==> src/rtl/phase_seq_pkg.sv <==
// Shared constants and helpers for the SimpleRISC multi-phase sequencer.
package phase_seq_pkg;
  localparam int NUM_PHASES_DEF = 5;
  localparam int UPC = 0;
  localparam int RIM = 1;
  localparam int RRF = 2;
  localparam int DM  = 3;
  localparam int WRF = 4;
  localparam logic [NUM_PHASES_DEF-1:0] STALL_MASK_DEF = 5'b00100;

  typedef enum logic {IDLE = 1'b0, ACTIVE = 1'b1} seq_state_t;

  // Index width that never collapses to zero bits.
  function automatic int clog2_min1(input int n);
    return (n <= 2) ? 1 : $clog2(n);
  endfunction
endpackage

==> src/rtl/phase_sequencer_if.sv <==
// Control/status bundle between the sequencer and its SimpleRISC datapath host.
interface phase_sequencer_if
  import phase_seq_pkg::*;
#(
  parameter int NUM_PHASES = NUM_PHASES_DEF,
  parameter int CNT_W      = 32
);
  localparam int IW = clog2_min1(NUM_PHASES);

  logic                  run;
  logic                  step;
  logic                  stall;
  logic                  flush;
  logic [NUM_PHASES-1:0] phase_en;
  logic [IW-1:0]         phase_idx;
  logic                  cycle_done;
  logic                  halted;
  logic [CNT_W-1:0]      retired_cnt;
  logic [CNT_W-1:0]      stall_cnt;

  modport master (
    output run, step, stall, flush,
    input  phase_en, phase_idx, cycle_done, halted, retired_cnt, stall_cnt
  );

  modport slave (
    input  run, step, stall, flush,
    output phase_en, phase_idx, cycle_done, halted, retired_cnt, stall_cnt
  );
endinterface

==> src/rtl/phase_sequencer_event_counter.sv <==
// Free-running wrap-around event counter used for debug statistics.
module event_counter #(
  parameter int CNT_W = 32
) (
  input  logic             clk,
  input  logic             rst,
  input  logic             inc,
  output logic [CNT_W-1:0] cnt
);
  always_ff @(posedge clk or negedge rst) begin
    if (!rst) begin
      cnt <= '0;
    end else if (inc) begin
      cnt <= cnt + CNT_W'(1);
    end
  end
endmodule

==> src/rtl/phase_sequencer.sv <==
// Multi-phase instruction-cycle sequencer: one-hot phase enables with stall,
// single-step, halt and flush control plus retired/stall event counters.
module phase_sequencer
  import phase_seq_pkg::*;
#(
  parameter int                    NUM_PHASES = NUM_PHASES_DEF,
  parameter logic [NUM_PHASES-1:0] STALL_MASK = NUM_PHASES'(STALL_MASK_DEF),
  parameter int                    CNT_W      = 32
) (
  input  logic clk,
  input  logic rst,
  phase_sequencer_if.slave bus
);
  localparam int            IW   = clog2_min1(NUM_PHASES);
  localparam logic [IW-1:0] LAST = IW'(NUM_PHASES - 1);

  seq_state_t            state, state_nx;
  logic [IW-1:0]         idx, idx_nx;
  logic [NUM_PHASES-1:0] en_q, en_nx;
  logic                  hold;
  logic                  done;
  logic                  stall_inc;

  assign hold = (state == ACTIVE) && bus.stall && STALL_MASK[idx];

  always_comb begin
    state_nx  = state;
    idx_nx    = idx;
    done      = 1'b0;
    stall_inc = 1'b0;
    case (state)
      IDLE: begin
        if (bus.run || bus.step) begin
          state_nx = ACTIVE;
          idx_nx   = '0;
        end
      end
      ACTIVE: begin
        // An aborted cycle restarts or parks exactly like a completed one, minus the retire.
        if (bus.flush) begin
          idx_nx   = '0;
          state_nx = bus.run ? ACTIVE : IDLE;
        end else if (hold) begin
          stall_inc = 1'b1;
        end else if (idx == LAST) begin
          done     = 1'b1;
          idx_nx   = '0;
          state_nx = bus.run ? ACTIVE : IDLE;
        end else begin
          idx_nx = idx + IW'(1);
        end
      end
      default: begin
        state_nx = IDLE;
        idx_nx   = '0;
      end
    endcase
    en_nx = (state_nx == ACTIVE) ? (NUM_PHASES'(1) << idx_nx) : '0;
  end

  // Enables are registered from the next-state decode so the datapath sees clean edges.
  always_ff @(posedge clk or negedge rst) begin
    if (!rst) begin
      state <= IDLE;
      idx   <= '0;
      en_q  <= '0;
    end else begin
      state <= state_nx;
      idx   <= idx_nx;
      en_q  <= en_nx;
    end
  end

  assign bus.phase_en   = en_q;
  assign bus.phase_idx  = idx;
  assign bus.halted     = (state == IDLE);
  assign bus.cycle_done = done;

  event_counter #(.CNT_W(CNT_W)) u_retired (
    .clk (clk),
    .rst (rst),
    .inc (done),
    .cnt (bus.retired_cnt)
  );

  event_counter #(.CNT_W(CNT_W)) u_stalls (
    .clk (clk),
    .rst (rst),
    .inc (stall_inc),
    .cnt (bus.stall_cnt)
  );
endmodule

==> src/flat_wrapper.sv <==
// flat-port wrapper written by rule: the top's interface ports become plain ports
module phase_sequencer_flat import phase_seq_pkg::*;
#(
  parameter int                    NUM_PHASES = NUM_PHASES_DEF,
  parameter logic [NUM_PHASES-1:0] STALL_MASK = NUM_PHASES'(STALL_MASK_DEF),
  parameter int                    CNT_W      = 32
)
  (clk, rst, bus_run, bus_step, bus_stall, bus_flush, bus_phase_en, bus_phase_idx, bus_cycle_done, bus_halted, bus_retired_cnt, bus_stall_cnt);
  phase_sequencer_if #(.NUM_PHASES(NUM_PHASES), .CNT_W(CNT_W)) bus_i ();
  input  logic clk;
  input  logic rst;
  input wire logic [$bits(bus_i.run)-1:0] bus_run;
  input wire logic [$bits(bus_i.step)-1:0] bus_step;
  input wire logic [$bits(bus_i.stall)-1:0] bus_stall;
  input wire logic [$bits(bus_i.flush)-1:0] bus_flush;
  output wire logic [$bits(bus_i.phase_en)-1:0] bus_phase_en;
  output wire logic [$bits(bus_i.phase_idx)-1:0] bus_phase_idx;
  output wire logic [$bits(bus_i.cycle_done)-1:0] bus_cycle_done;
  output wire logic [$bits(bus_i.halted)-1:0] bus_halted;
  output wire logic [$bits(bus_i.retired_cnt)-1:0] bus_retired_cnt;
  output wire logic [$bits(bus_i.stall_cnt)-1:0] bus_stall_cnt;
  assign bus_i.run = bus_run;
  assign bus_i.step = bus_step;
  assign bus_i.stall = bus_stall;
  assign bus_i.flush = bus_flush;
  assign bus_phase_en = bus_i.phase_en;
  assign bus_phase_idx = bus_i.phase_idx;
  assign bus_cycle_done = bus_i.cycle_done;
  assign bus_halted = bus_i.halted;
  assign bus_retired_cnt = bus_i.retired_cnt;
  assign bus_stall_cnt = bus_i.stall_cnt;
  phase_sequencer #(.NUM_PHASES(NUM_PHASES), .STALL_MASK(STALL_MASK), .CNT_W(CNT_W)) u_core (.clk(clk), .rst(rst), .bus(bus_i));
endmodule
==> config.mk <==
export PLATFORM = sky130hd
export DESIGN_NAME = phase_sequencer_flat
export DESIGN_NICKNAME = d
export VERILOG_FILES = /design/src/rtl/phase_seq_pkg.sv /design/src/rtl/phase_sequencer_if.sv /design/src/rtl/phase_sequencer_event_counter.sv /design/src/rtl/phase_sequencer.sv /design/src/flat_wrapper.sv
export SDC_FILE = /design/constraint.sdc
export NUM_CORES = 1
export LEC_CHECK = 0
export BUFFER_PORTS_ARGS = -buffer_cell sky130_fd_sc_hd__buf_2
export CORE_MARGIN = 2
export CORE_UTILIZATION = 53
export CTS_CLUSTER_DIAMETER = 30
export DETAILED_ROUTE_END_ITERATION = 7
export PLACE_DENSITY = 0.83
export SYNTH_ARGS = -nofsm -noshare
export SYNTH_HDL_FRONTEND = slang
export SYNTH_HIERARCHICAL = 1
export SYNTH_SLANG_ARGS = --single-unit
==> constraint.sdc <==
create_clock -name clk -period 3.05 [get_ports clk]
set_input_delay 0.4575 -clock clk [delete_from_list [all_inputs] [get_ports clk]]
set_output_delay 0.4575 -clock clk [all_outputs]
set_load 0.005 [all_outputs]
[Word level (Yosys, flattened, before mapping)]
Memory sizes are Yosys's and may differ from the RTL's.
Index checks and enable logic that the tools add are counted.
Widths: inputs -> output; s select.
Storage, ports and cells
  bits in registers: 73
  memory bits (read-only): 8
  input port bits: 6
  output and inout port bits: 74
  logic and storage cells: 36
  memories kept: 1
Operators by class
  add/subtract/negate cells: 3
  $lt $le $gt $ge: 1
  eq/ne operators: 1
  shift-type cells: 1
  mux-type cells: 20
  bitwise operators: 1
  reductions and logical operators: 3
Memories
  (name not given): depth 8, width 1, read ports 1, clocked after memory_dff 0, write ports 0, line phase_sequencer.sv:24  | assign hold = (state == ACTIVE) && bus.stall && STALL_MASK[idx];
Operator list (number)
  $add 32x1->32 const B: 2
  $mux 1: 13
  $mux 3: 4
  $pmux 3 s2: 1
  $mux 5: 1
  $shl 1x3->5 const A: 1
  $lt 3x4->1 const B: 1
  $add 3x1->3 const B: 1
  $eq 3x3->1 const B: 1
  $logic_and 1x1->1: 2
  $pmux 1 s2: 1
  $logic_or 1x1->1: 1
  $not 1->1: 1

[Depth between registers and ports, before layout]
Gate-level depths: netlist of the first run.
  depth in word-level cells: 8
  mapped depth: 8
  mapped depth without buffers: 8

[By module]
The synthesis of the first run kept the hierarchy.
Modules (own cells, without submodules)
  event_counter: instances 2, cells each 123, area an instance 1448.9 um2
  phase_sequencer: instances 1, cells each 40, area an instance 454.2 um2

[Least setup slack after synthesis of the first run]
OpenSTA, ideal clock, no wires.
  kind: register -> register
  from: register u_core.idx[0], in the netlist u_core/bus.phase_idx[0]
  to: register u_core.u_retired.cnt[23]
  library setup time: 0.079 ns
  data arrival time: 2.308 ns
  required time: 2.971 ns
  path slack: 0.663 ns
  stages on the path, launching flop included: 9
  path buffers: 0
  period minus slack after synthesis: 2.387 ns
  cell sequence: dfrtp_1 -> inv_1 -> ha_1 -> nand2_1 -> nor2_1 -> nand4_4 -> or4_4 -> nor4_2 -> xor2_1
Between the ends
  cells in the longest elaborated chain, start to end: 6
  elaborated cells on any way between the ends: 8
  those cells by class: 1 x eq/ne; 5 x mux; 1 x reduce/logical; 1 x memory
Ends and longest elaborated chain
  from (decl): line phase_sequencer.sv:18  | logic [IW-1:0] idx, idx_nx;
  from (signal assigned): line phase_sequencer.sv:69  | idx <= idx_nx;
  $mem_v2 8x1
  $mux 1 (not written as such): line phase_sequencer.sv:24
  $logic_and 1x1->1: line phase_sequencer.sv:24
  $mux 1 (*): line phase_sequencer.sv:43  | end else if (hold) begin
  $mux 1 (*): line phase_sequencer.sv:40  | if (bus.flush) begin
  $mux 1 (*): line phase_sequencer.sv:31  | case (state)
  named net bus_cycle_done: line flat_wrapper.sv:18  | output wire logic [$bits(bus_i.cycle_done)-1:0] bus_cycle_done;
  to (signal assigned): line phase_sequencer_event_counter.sv:14  | cnt <= cnt + CNT_W'(1);
  to (decl): line phase_sequencer_event_counter.sv:8  | output logic [CNT_W-1:0] cnt
Mark *: on every way through the listed nets, which the timed path passes. The rest lies on a longest branch. The select of a mux whose other input is x is not followed.
A chain may end at the register's enable or synchronous reset.

[Final worst setup path of the first run]
  from: register u_core.idx[0], in the netlist u_core/bus.phase_idx[0]
  to: register u_core.u_stalls.cnt[23]
Between the ends
  cells in the longest elaborated chain, start to end: 6
Ends and longest elaborated chain
  $mem_v2 8x1
  $mux 1 (not written as such): line phase_sequencer.sv:24
  $logic_and 1x1->1: line phase_sequencer.sv:24
  $mux 1: line phase_sequencer.sv:43
  $mux 1: line phase_sequencer.sv:40
  $mux 1: line phase_sequencer.sv:31
  named net u_core.stall_inc: line phase_sequencer.sv:22  | logic stall_inc;
  to (signal assigned): line phase_sequencer_event_counter.sv:14
  to (decl): line phase_sequencer_event_counter.sv:8
The timed path passes the listed nets, and every way through them passes these cells. The select of a mux whose other input is x is not followed.

==> results of run 1 <==
cells in the final DEF, fill, tap and decap left out, types with 10 or more instances in the layout:
cell type and count:
xor2_1 25, buf_2 79, clkbuf_8 10, nor3_1 13, nand3_1 19, xnor2_1 38, nand2_1 24, nand4_1 21
dfrtp_1 73
cell families (layout without fill, tap and decap cells):
family / after synthesis / in the layout / synth area share [%]
simple gates: 131 / 131 / 24.4
buf+inv: 8 / 107 / 0.896
xor+xnor: 63 / 63 / 16.5
compound gates: 4 / 4 / 1.19
fa+ha+maj: 5 / 5 / 1.87
flops: 73 / 73 / 54.5
mux: 2 / 2 / 0.672
synth_stat cells (2+ instances only):
library cell  instances
dfrtp_1              73
nand4_1              21
and4_1                7
xor2_1               25
mux2_2                2
and4_2                2
and2_1                4
nor2_1                8
nor4_2                4
nor3b_1               2
ha_1                  5
nor3_1               13
nand2_1              24
nand3_1              19
xnor2_1              38
and3_1                8
nand4_4               2
inv_1                 8
nor4_1                8
or4_4                 2
stage by stage:
step / total power, uW / cell area [sq um]
2_1_floorplan: 1230 / 3350
3_3_place_gp: 1340 / 3880
3_5_place_dp: 1350 / 3880
4_1_cts: 2100 / 4080
5_1_grt: 2180 / 4080
6_report: 2080 / 4080
state kept, by name (all words and copies together), names as in the netlist:
signal / flops
u_core/u_retired/cnt: 32
u_core/bus.phase_en: 5
u_core/u_stalls/cnt: 32
u_core/state: 1
u_core/bus.phase_idx: 3
power breakdown:
part           internal [uW]  total [uW]  switching, uW
combinational            114         242            129
sequential              1020        1090           63.6
clock                    394         747            352
total                   1530        2080            545
area by class of cell:
class / count / area (sq um)
clock buffer: 10 / 138
clock inverter: 6 / 57.6
fill: 487 / 1950
inverter: 8 / 30.0
multi-input combinational: 205 / 1500
sequential: 73 / 1830
tap: 75 / 93.8
timing repair buffer: 83 / 438
per-layer routing:
metal / up-vias / share of wire [%] / GRT usage, %
li1: 1212 / - / -
met1: 1243 / 45 / 28.9
met2: 88 / 47 / 32.9
met3: 16 / 5.9 / 4.95
met4: 0 / 2.0 / 9.53
met5: - / 0 / 0
worst max-delay path by stage:
stage,from,endpoint
5_1_grt,u_core/bus.phase_idx[0],u_core/u_stalls/cnt[23]
6_report,u_core/bus.phase_idx[0],u_core/u_stalls/cnt[23]
3_5_place_dp,u_core/bus.phase_idx[0],u_core/u_stalls/cnt[23]
3_3_place_gp,u_core/bus.phase_idx[0],u_core/u_stalls/cnt[23]
4_1_cts,u_core/bus.phase_idx[0],u_core/u_stalls/cnt[23]
2_1_floorplan,u_core/bus.phase_idx[0],u_core/u_retired/cnt[23]
==> reports/qor.txt, run 1 <==
Final Critical Period = 2.43 ns
Initial Util = 55.6%
Hold Crit Class = in2async
routed wire length = 6940 um
TritonCTS clock tree = built
top-area cell type share of the netlist area = 54.5%
drt wl/cell = 15.1 um
critical path cell sequence = inv_1 > ha_1 > nand3b_4 > nor2_2 > nand4_4 > or4_4 > nor4_2 > xor2_1
ranking of synthesized cells by area = dfrtp_1 54%, xnor2_1 9.9%, xor2_1 6.5%
Longest Clk Path Bufs = 2
Max Cap Viol = 0
Routed Antenna Nets = 0
unique cell type count in the Yosys netlist = 31
hpwl dp = 5100 um
Mapped Cells = 286
Slew Limit Fails = 0
Rel. slew slack = 44.8%
DR iter-0 viols = 109
asr flop ratio synth = 100%
die width = 83.5 um
Setup Fix Bufs, Post-CTS = 0
nets = 391
placed cells = 444
reg2reg path depth = 8
# DRC = 0
CP top delay family = simple AND/OR/NAND/NOR gates
clk_skew = 0.00838 ns
flop2flop setup slack = 0.62 ns
DP Worst Slack = 0.638 ns
VDD IR max = 0.328 mV
worst path bufs/invs = 1
number of enable flip-flop cells after synthesis = 0
Total GRT Usage = 21.3%
Total Neg Setup Slack = 0 ns
worst-skew pair later-pin latency = 0.34 ns
number of global-route vias before repair = 2521
antenna violations before repair = 0
Finished Layout Cells = 460
# clock sinks = 73
final setup margin = 0.621 ns
most common flop cell mapped by yosys = dfrtp_1
Reg-to-Reg Start = u_core/bus.phase_idx[0]
die area = 6980 sq um
part of the cycle the worst path needs = 79.6%
CORE AREA = 6030 sq um
H-tree levels = 3
router iterations before antenna repair = 4
Worst Tran Pin Value = 0.828 ns
power per cell area = 509 nW/um^2
leading area contributor after synthesis = dfrtp_1
TritonCTS Buffers = 9
Arrival @ worst endpoint = 2.70 ns
CP required = 3.32 ns
total gr overflow = 0
Setup Crit Path Kind = reg2reg
clk slew on worst S/H paths = 0.08 ns
synthesized area per cell = 11.7 sq um
largest net degree at the start of global routing = 38
CTS root buf = clkbuf_8
DR vias = 2559
synthesis-to-layout area growth = 21.7%
crit end category = register
Cell Area, Synth = 3350 sq um
RSZ-0062 raised after global routing = false
routed vias/inst = 5.56
first-pass GRT wire length = 12000 um
GPL Wtd Cong = 0.834
Post-CTS Resized = 0
register area share after synthesis = 54.5%
layout cells sized above 1 = 30.6%
Leak Pwr = 0.00216 uW
Worst setup SP type = register
WHS = 0.202 ns
row count = 28
# setup viols final = 0
PortBufs = 79
Die Height = 83.5 um
WP depth = 8
outcome = finished clean
Yosys reg bits = 73
number of inserted diodes = 0
CP Max Fanout = 7
Ports = 80
synth warn = 6
slowest stage delay, CP = 0.55 ns
hold violation total from the final report = 0
RR Endpoint = u_core/u_stalls/cnt[23]
Slowest cell on crit path = or4_4
syn nets = 297
Final Util = 67.7%
# hold bufs at CTS = 0
Max Freq = 0.412 GHz
(Power assumes the default switching activity.)
==> inputs of run 2 (changes only) <==
CORE_UTILIZATION = 48   (was 53)
PLACE_DENSITY = 0.8   (was 0.83)
clock period = 2.2 ns   (was 3.05 ns; I/O delays follow)
==> run 2 against run 1 <==
Effect of this change: cell count up 7.2%; clock power up 16%; sequential cell count unchanged; non-clock buffer count up 12; utilization down 5.3 points.
==> reports/qor.txt, run 2 (synthesis gave the netlist of run 1 again) <==
CTS root buf = clkbuf_8
worst-skew pair later-pin latency = 0.34 ns
part of the cycle the worst path needs = 94.3%
clk slew on worst S/H paths = 0.07 ns
drt wl/cell = 14.4 um
Post-DP Area = 4000 sq um
Leak Pwr = 0.00224 uW
Initial Util = 49.3%
Worst Tran Pin Value = 0.690 ns
hpwl dp = 5280 um
layout cells sized above 1 = 34.5%
Setup Crit Path Kind = reg2reg
# DRC = 0
VDD IR max = 0.551 mV
Hold Crit Class = in2async
GRT Max-Usage Layer = met2
CP required = 2.45 ns
Die Height = 87.6 um
RR Endpoint = u_core/u_retired/cnt[24]
Finished Cell Area = 4240 sq um
PortBufs = 79
crit end category = register
GPL Wtd Cong = 0.789
DR iter-0 viols = 68
power per cell area = 656 nW/um^2
largest net degree at the start of global routing = 74
Longest Clk Path Bufs = 2
CP Max Fanout = 6
Max Cap Viol = 0
TritonCTS clock tree = built
Total GRT Usage = 19.5%
DR vias = 2550
met3 Usage GRT = 3.96%
met1 GRT Util = 25.5%
most frequent cells in the layout = 79 x buf_2, 72 x dfrtp_1, 38 x xnor2_1
Final Critical Period = 2.07 ns
clk_skew = 0.00981 ns
router iterations before antenna repair = 5
outcome = finished clean
antenna violations before repair = 0
flop2flop setup slack = 0.13 ns
WHS = 0.0116 ns
Crit. Startpoint = u_core/bus.phase_idx[1]
routed wire length = 7120 um
Fillers = 566
H-tree levels = 3
Rel. slew slack = 53.6%
multi-input logic area = 1570 sq um
routed vias/inst = 5.17
final total power = 2780 uW
Ports = 80
# clock sinks = 73
Reg-to-Reg Start = u_core/bus.phase_idx[1]
row count = 30
met2 usage = 31.5%
number of global-route vias before repair = 2473
Arrival @ worst endpoint = 2.33 ns
die area = 7670 sq um
Slew Limit Fails = 0
Seq. cell area = 1830 sq um
nets = 403
most common cell after layout, fill and taps aside = buf_2
TritonCTS Buffers = 9
total gr overflow = 0
die width = 87.6 um
CORE AREA = 6790 sq um
first-pass GRT wire length = 11500 um
# setup viols final = 0
number of inserted diodes = 0
hold violation total from the final report = 0
synthesis-to-layout area growth = 26.5%
Routed Antenna Nets = 0
Worst setup SP type = register
Max Freq = 0.482 GHz
reg2reg path depth = 9
## run 2: final cells by class
| class | instances | area share (%) |
|---|---|---|
| Timing Repair Buffer | 95 | 12.5 |
| Sequential cell | 73 | 43.1 |
| Tap cell | 96 | 2.83 |
| Multi-Input combinational cell | 205 | 37.1 |
| Clock buffer | 12 | 3.19 |
| Clock inverter | 4 | 0.472 |
| Inverter | 8 | 0.708 |
## run 2: worst max-delay path by stage
| stage | slack, ns | to | cells after the start |
|---|---|---|---|
| 6_report | 0.13 | u_core/u_retired/cnt[24] | 9 |
| 5_1_grt | -0.04 | u_core/u_retired/cnt[24] | 9 |
| 4_1_cts | 0.02 | u_core/u_stalls/cnt[24] | 9 |
| 3_5_place_dp | 0.008 | u_core/u_retired/cnt[24] | 9 |
| 3_3_place_gp | 0.12 | u_core/u_stalls/cnt[31] | 10 |
| 2_1_floorplan | 0.01 | u_core/u_retired/cnt[23] | 8 |
## run 2: per-layer routing
| metal | wire, um | up-vias | part of all wire (%) |
|---|---|---|---|
| li1 | - | 1239 | - |
| met1 | 3210 | 1240 | 45 |
| met2 | 3540 | 64 | 50 |
| met3 | 257 | 7 | 3.6 |
| met4 | 108 | 0 | 1.5 |
| met5 | 0 | - | 0 |
## run 2: worst max-delay path, stage by stage, from the launching register on
cell	delay [ns]
dfrtp_2	0.45
inv_1	0.07
ha_1	0.14
nand2_1	0.10
nor2_4	0.15
buf_6	0.14
and4_2	0.25
nand4_1	0.23
nor4_2	0.26
xor2_1	0.20
## run 2: metrics by stage
| step | setup TNS [ns] | std cells | util, % | setup WS, ns |
|---|---|---|---|---|
| finish | 0 | 493 | 62.4 | 0.125 |
| detailed placement | 0 | 475 | 58.8 | 0.00768 |
| global route | -0.0583 | 493 | 62.4 | -0.0403 |
| CTS | 0 | 491 | 61.2 | 0.0240 |
| floorplan | 0 | 286 | - | 0.0130 |
| global placement | 0 | 475 | 58.8 | 0.125 |
## run 2: timing repair
item | CTS | global route
hold buffers | 0 | 0
endpoints found under the hold margin | 0 | 0
pin swaps | 0 | 8
setup buffers | 0 | 2
gates resized for setup | 1 | 12
gates cloned | 0 | 0
endpoints found under the setup margin | 1 | 22
## run 2: where the power goes
part           switching [uW]  total, uW  leakage (uW)  internal (uW)
Clock                     465        868     0.0000839            403
Combinational             206        402       0.00117            196
Sequential               87.6       1510      0.000985           1420
Total                     759       2780       0.00224           2020
==> inputs of run 3 (changes only) <==
BUFFER_PORTS_ARGS = not set   (was -buffer_cell sky130_fd_sc_hd__buf_2)
CORE_UTILIZATION = 55   (was 48)
DONT_BUFFER_PORTS = 1   (was not set)
PLACE_DENSITY = 0.77   (was 0.8)
==> run 3 against run 2 <==
Effect of this change: the flow now finishes with violations (setup timing); register-to-register slack got worse by 0.14 ns; sequential cell count unchanged; combinational power decreased by 27%; cell count decreased by 20%; global-route usage increased by 1.4 points; clock skew decreased by 0.0010 ns; worst setup slack got worse by 0.14 ns; clock power increased by 16%; critical path type unchanged; critical endpoint is now u_core/u_stalls/cnt[18]; largest cell class unchanged.
==> reports/qor.txt, run 3 (synthesis gave the netlist of run 1 again) <==
Die Height = 82.1 um
DP Worst Slack = 0.00458 ns
Worst Tran Pin Value = 0.591 ns
Total GRT Usage = 20.9%
WHS = 0.180 ns
Longest Clk Path Bufs = 2
first-pass GRT wire length = 10600 um
most frequent cells in the layout = 73 x dfrtp_1, 38 x xnor2_1, 25 x xor2_1
Worst setup SP type = register
Setup Crit Path Kind = reg2reg
# clock sinks = 73
antenna violations before repair = 0
drt wl/cell = 17.1 um
RSZ-0062 raised after global routing = true
Initial Util = 56.6%
Setup Fix Bufs, Post-CTS = 0
crit end category = register
hold path depth = 1
clk_skew = 0.00878 ns
Finished Cell Area = 3840 sq um
worst-skew pair later-pin latency = 0.33 ns
Slew Limit Fails = 0
Hold Crit Class = in2reg
Arrival @ worst endpoint = 2.47 ns
nets = 323
part of the cycle the worst path needs = 100%
CP required = 2.46 ns
row count = 28
power per cell area = 736 nW/um^2
largest net degree at the start of global routing = 74
Ports = 80
final total power = 2830 uW
Post-DP Area = 3560 sq um
hpwl dp = 4730 um
reg2reg path depth = 9
H-tree levels = 3
routed vias/inst = 5.80
routed wire length = 6710 um
hold violation total from the final report = 0
router iterations before antenna repair = 4
total gr overflow = 0
layout cells sized above 1 = 17.4%
number of inserted diodes = 0
clk slew on worst S/H paths = 0.07 ns
CP Max Fanout = 5
Max Freq = 0.452 GHz
Routed Antenna Nets = 0
failing checks = setup timing
# setup viols final = 1
number of global-route vias before repair = 2266
final setup margin = -0.0107 ns
PortBufs = 0
Final Critical Period = 2.21 ns
TritonCTS Buffers = 9
CTS root buf = clkbuf_8
VDD IR max = 0.508 mV
GPL Wtd Cong = 0.913
most common cell after layout, fill and taps aside = dfrtp_1
TritonCTS clock tree = built
die area = 6730 sq um
outcome = finished, violations left
Leak Pwr = 0.00184 uW
DR vias = 2274
DR iter-0 viols = 142
Fillers = 470
Rel. slew slack = 60.3%
CORE AREA = 5920 sq um
synthesis-to-layout area growth = 14.6%
# DRC = 0
Max Cap Viol = 0
die width = 82.1 um
run 3: cell count changes in the layout (fill, tap and decap cells not counted), sizes merged:
cell / delta
buf: -81
bufinv: +1
dlygate4sd3: +1
clkinv: -2
clkbuf: +1
run 3: final cells by class:
cell class	count	area (sq um)	share of cell area, %
clock buffer	13	149	3.88
clock inverter	3	40.0	1.04
inverter	8	30.0	0.782
multi-input combinational	205	1560	40.7
sequential	73	1830	47.6
tap	75	93.8	2.44
timing repair buffer	15	139	3.62
run 3: report_power, final:
group          leakage, uW  switching, uW  internal (uW)
clock network    0.0000974            460            553
registers         0.000987           98.7           1420
logic             0.000756            160            132
run 3: metrics by stage:
stage / TNS, ns / utilization, % / std cells
after floorplan: 0 / - / 286
after global placement: 0 / 60.1 / 374
after detailed placement: 0 / 60.1 / 374
after CTS: 0 / 64.0 / 392
after global routing: -0.178 / 64.9 / 392
final: -0.0107 / 64.9 / 392
run 3: timing repair:
item	CTS	global route
resized for setup	1	10
hold buffers	2	0
cloned	0	0
pin swaps	0	4
endpoints found under the hold margin	73	0
setup endpoints to repair	1	18
run 3: critical path: stages, from the launching register on:
cell      delay [ns]
dfrtp_1         0.39
inv_2           0.08
ha_2            0.19
nand3b_4        0.10
nor2_4          0.18
buf_6           0.13
and4_2          0.24
nand4_1         0.28
nor3_1          0.37
xor2_1          0.17
run 3: routing by layer:
| layer | global-route usage (%) | vias to the layer above | wire (um) |
|---|---|---|---|
| li1 | - | 1077 | - |
| met1 | 26.7 | 1125 | 3000 |
| met2 | 32.5 | 64 | 3200 |
| met3 | 7.36 | 8 | 428 |
| met4 | 8.67 | 0 | 80 |
| met5 | 0 | - | 0 |
run 3: worst paths after layout:
check / startpoint / end / slack [ns]
min in group asynchronous: rst / u_core/u_stalls/cnt[22] / 0.54
worst max-delay path: u_core/bus.phase_idx[0] / u_core/u_stalls/cnt[18] / -0.01
worst min register to register: u_core/u_stalls/cnt[31] / u_core/u_stalls/cnt[31] / 0.50
max in group asynchronous: rst / u_core/u_stalls/cnt[2] / 1.35
worst max register to register: u_core/bus.phase_idx[0] / u_core/u_stalls/cnt[18] / -0.01
worst min-delay path: bus_run / u_core/state / 0.18
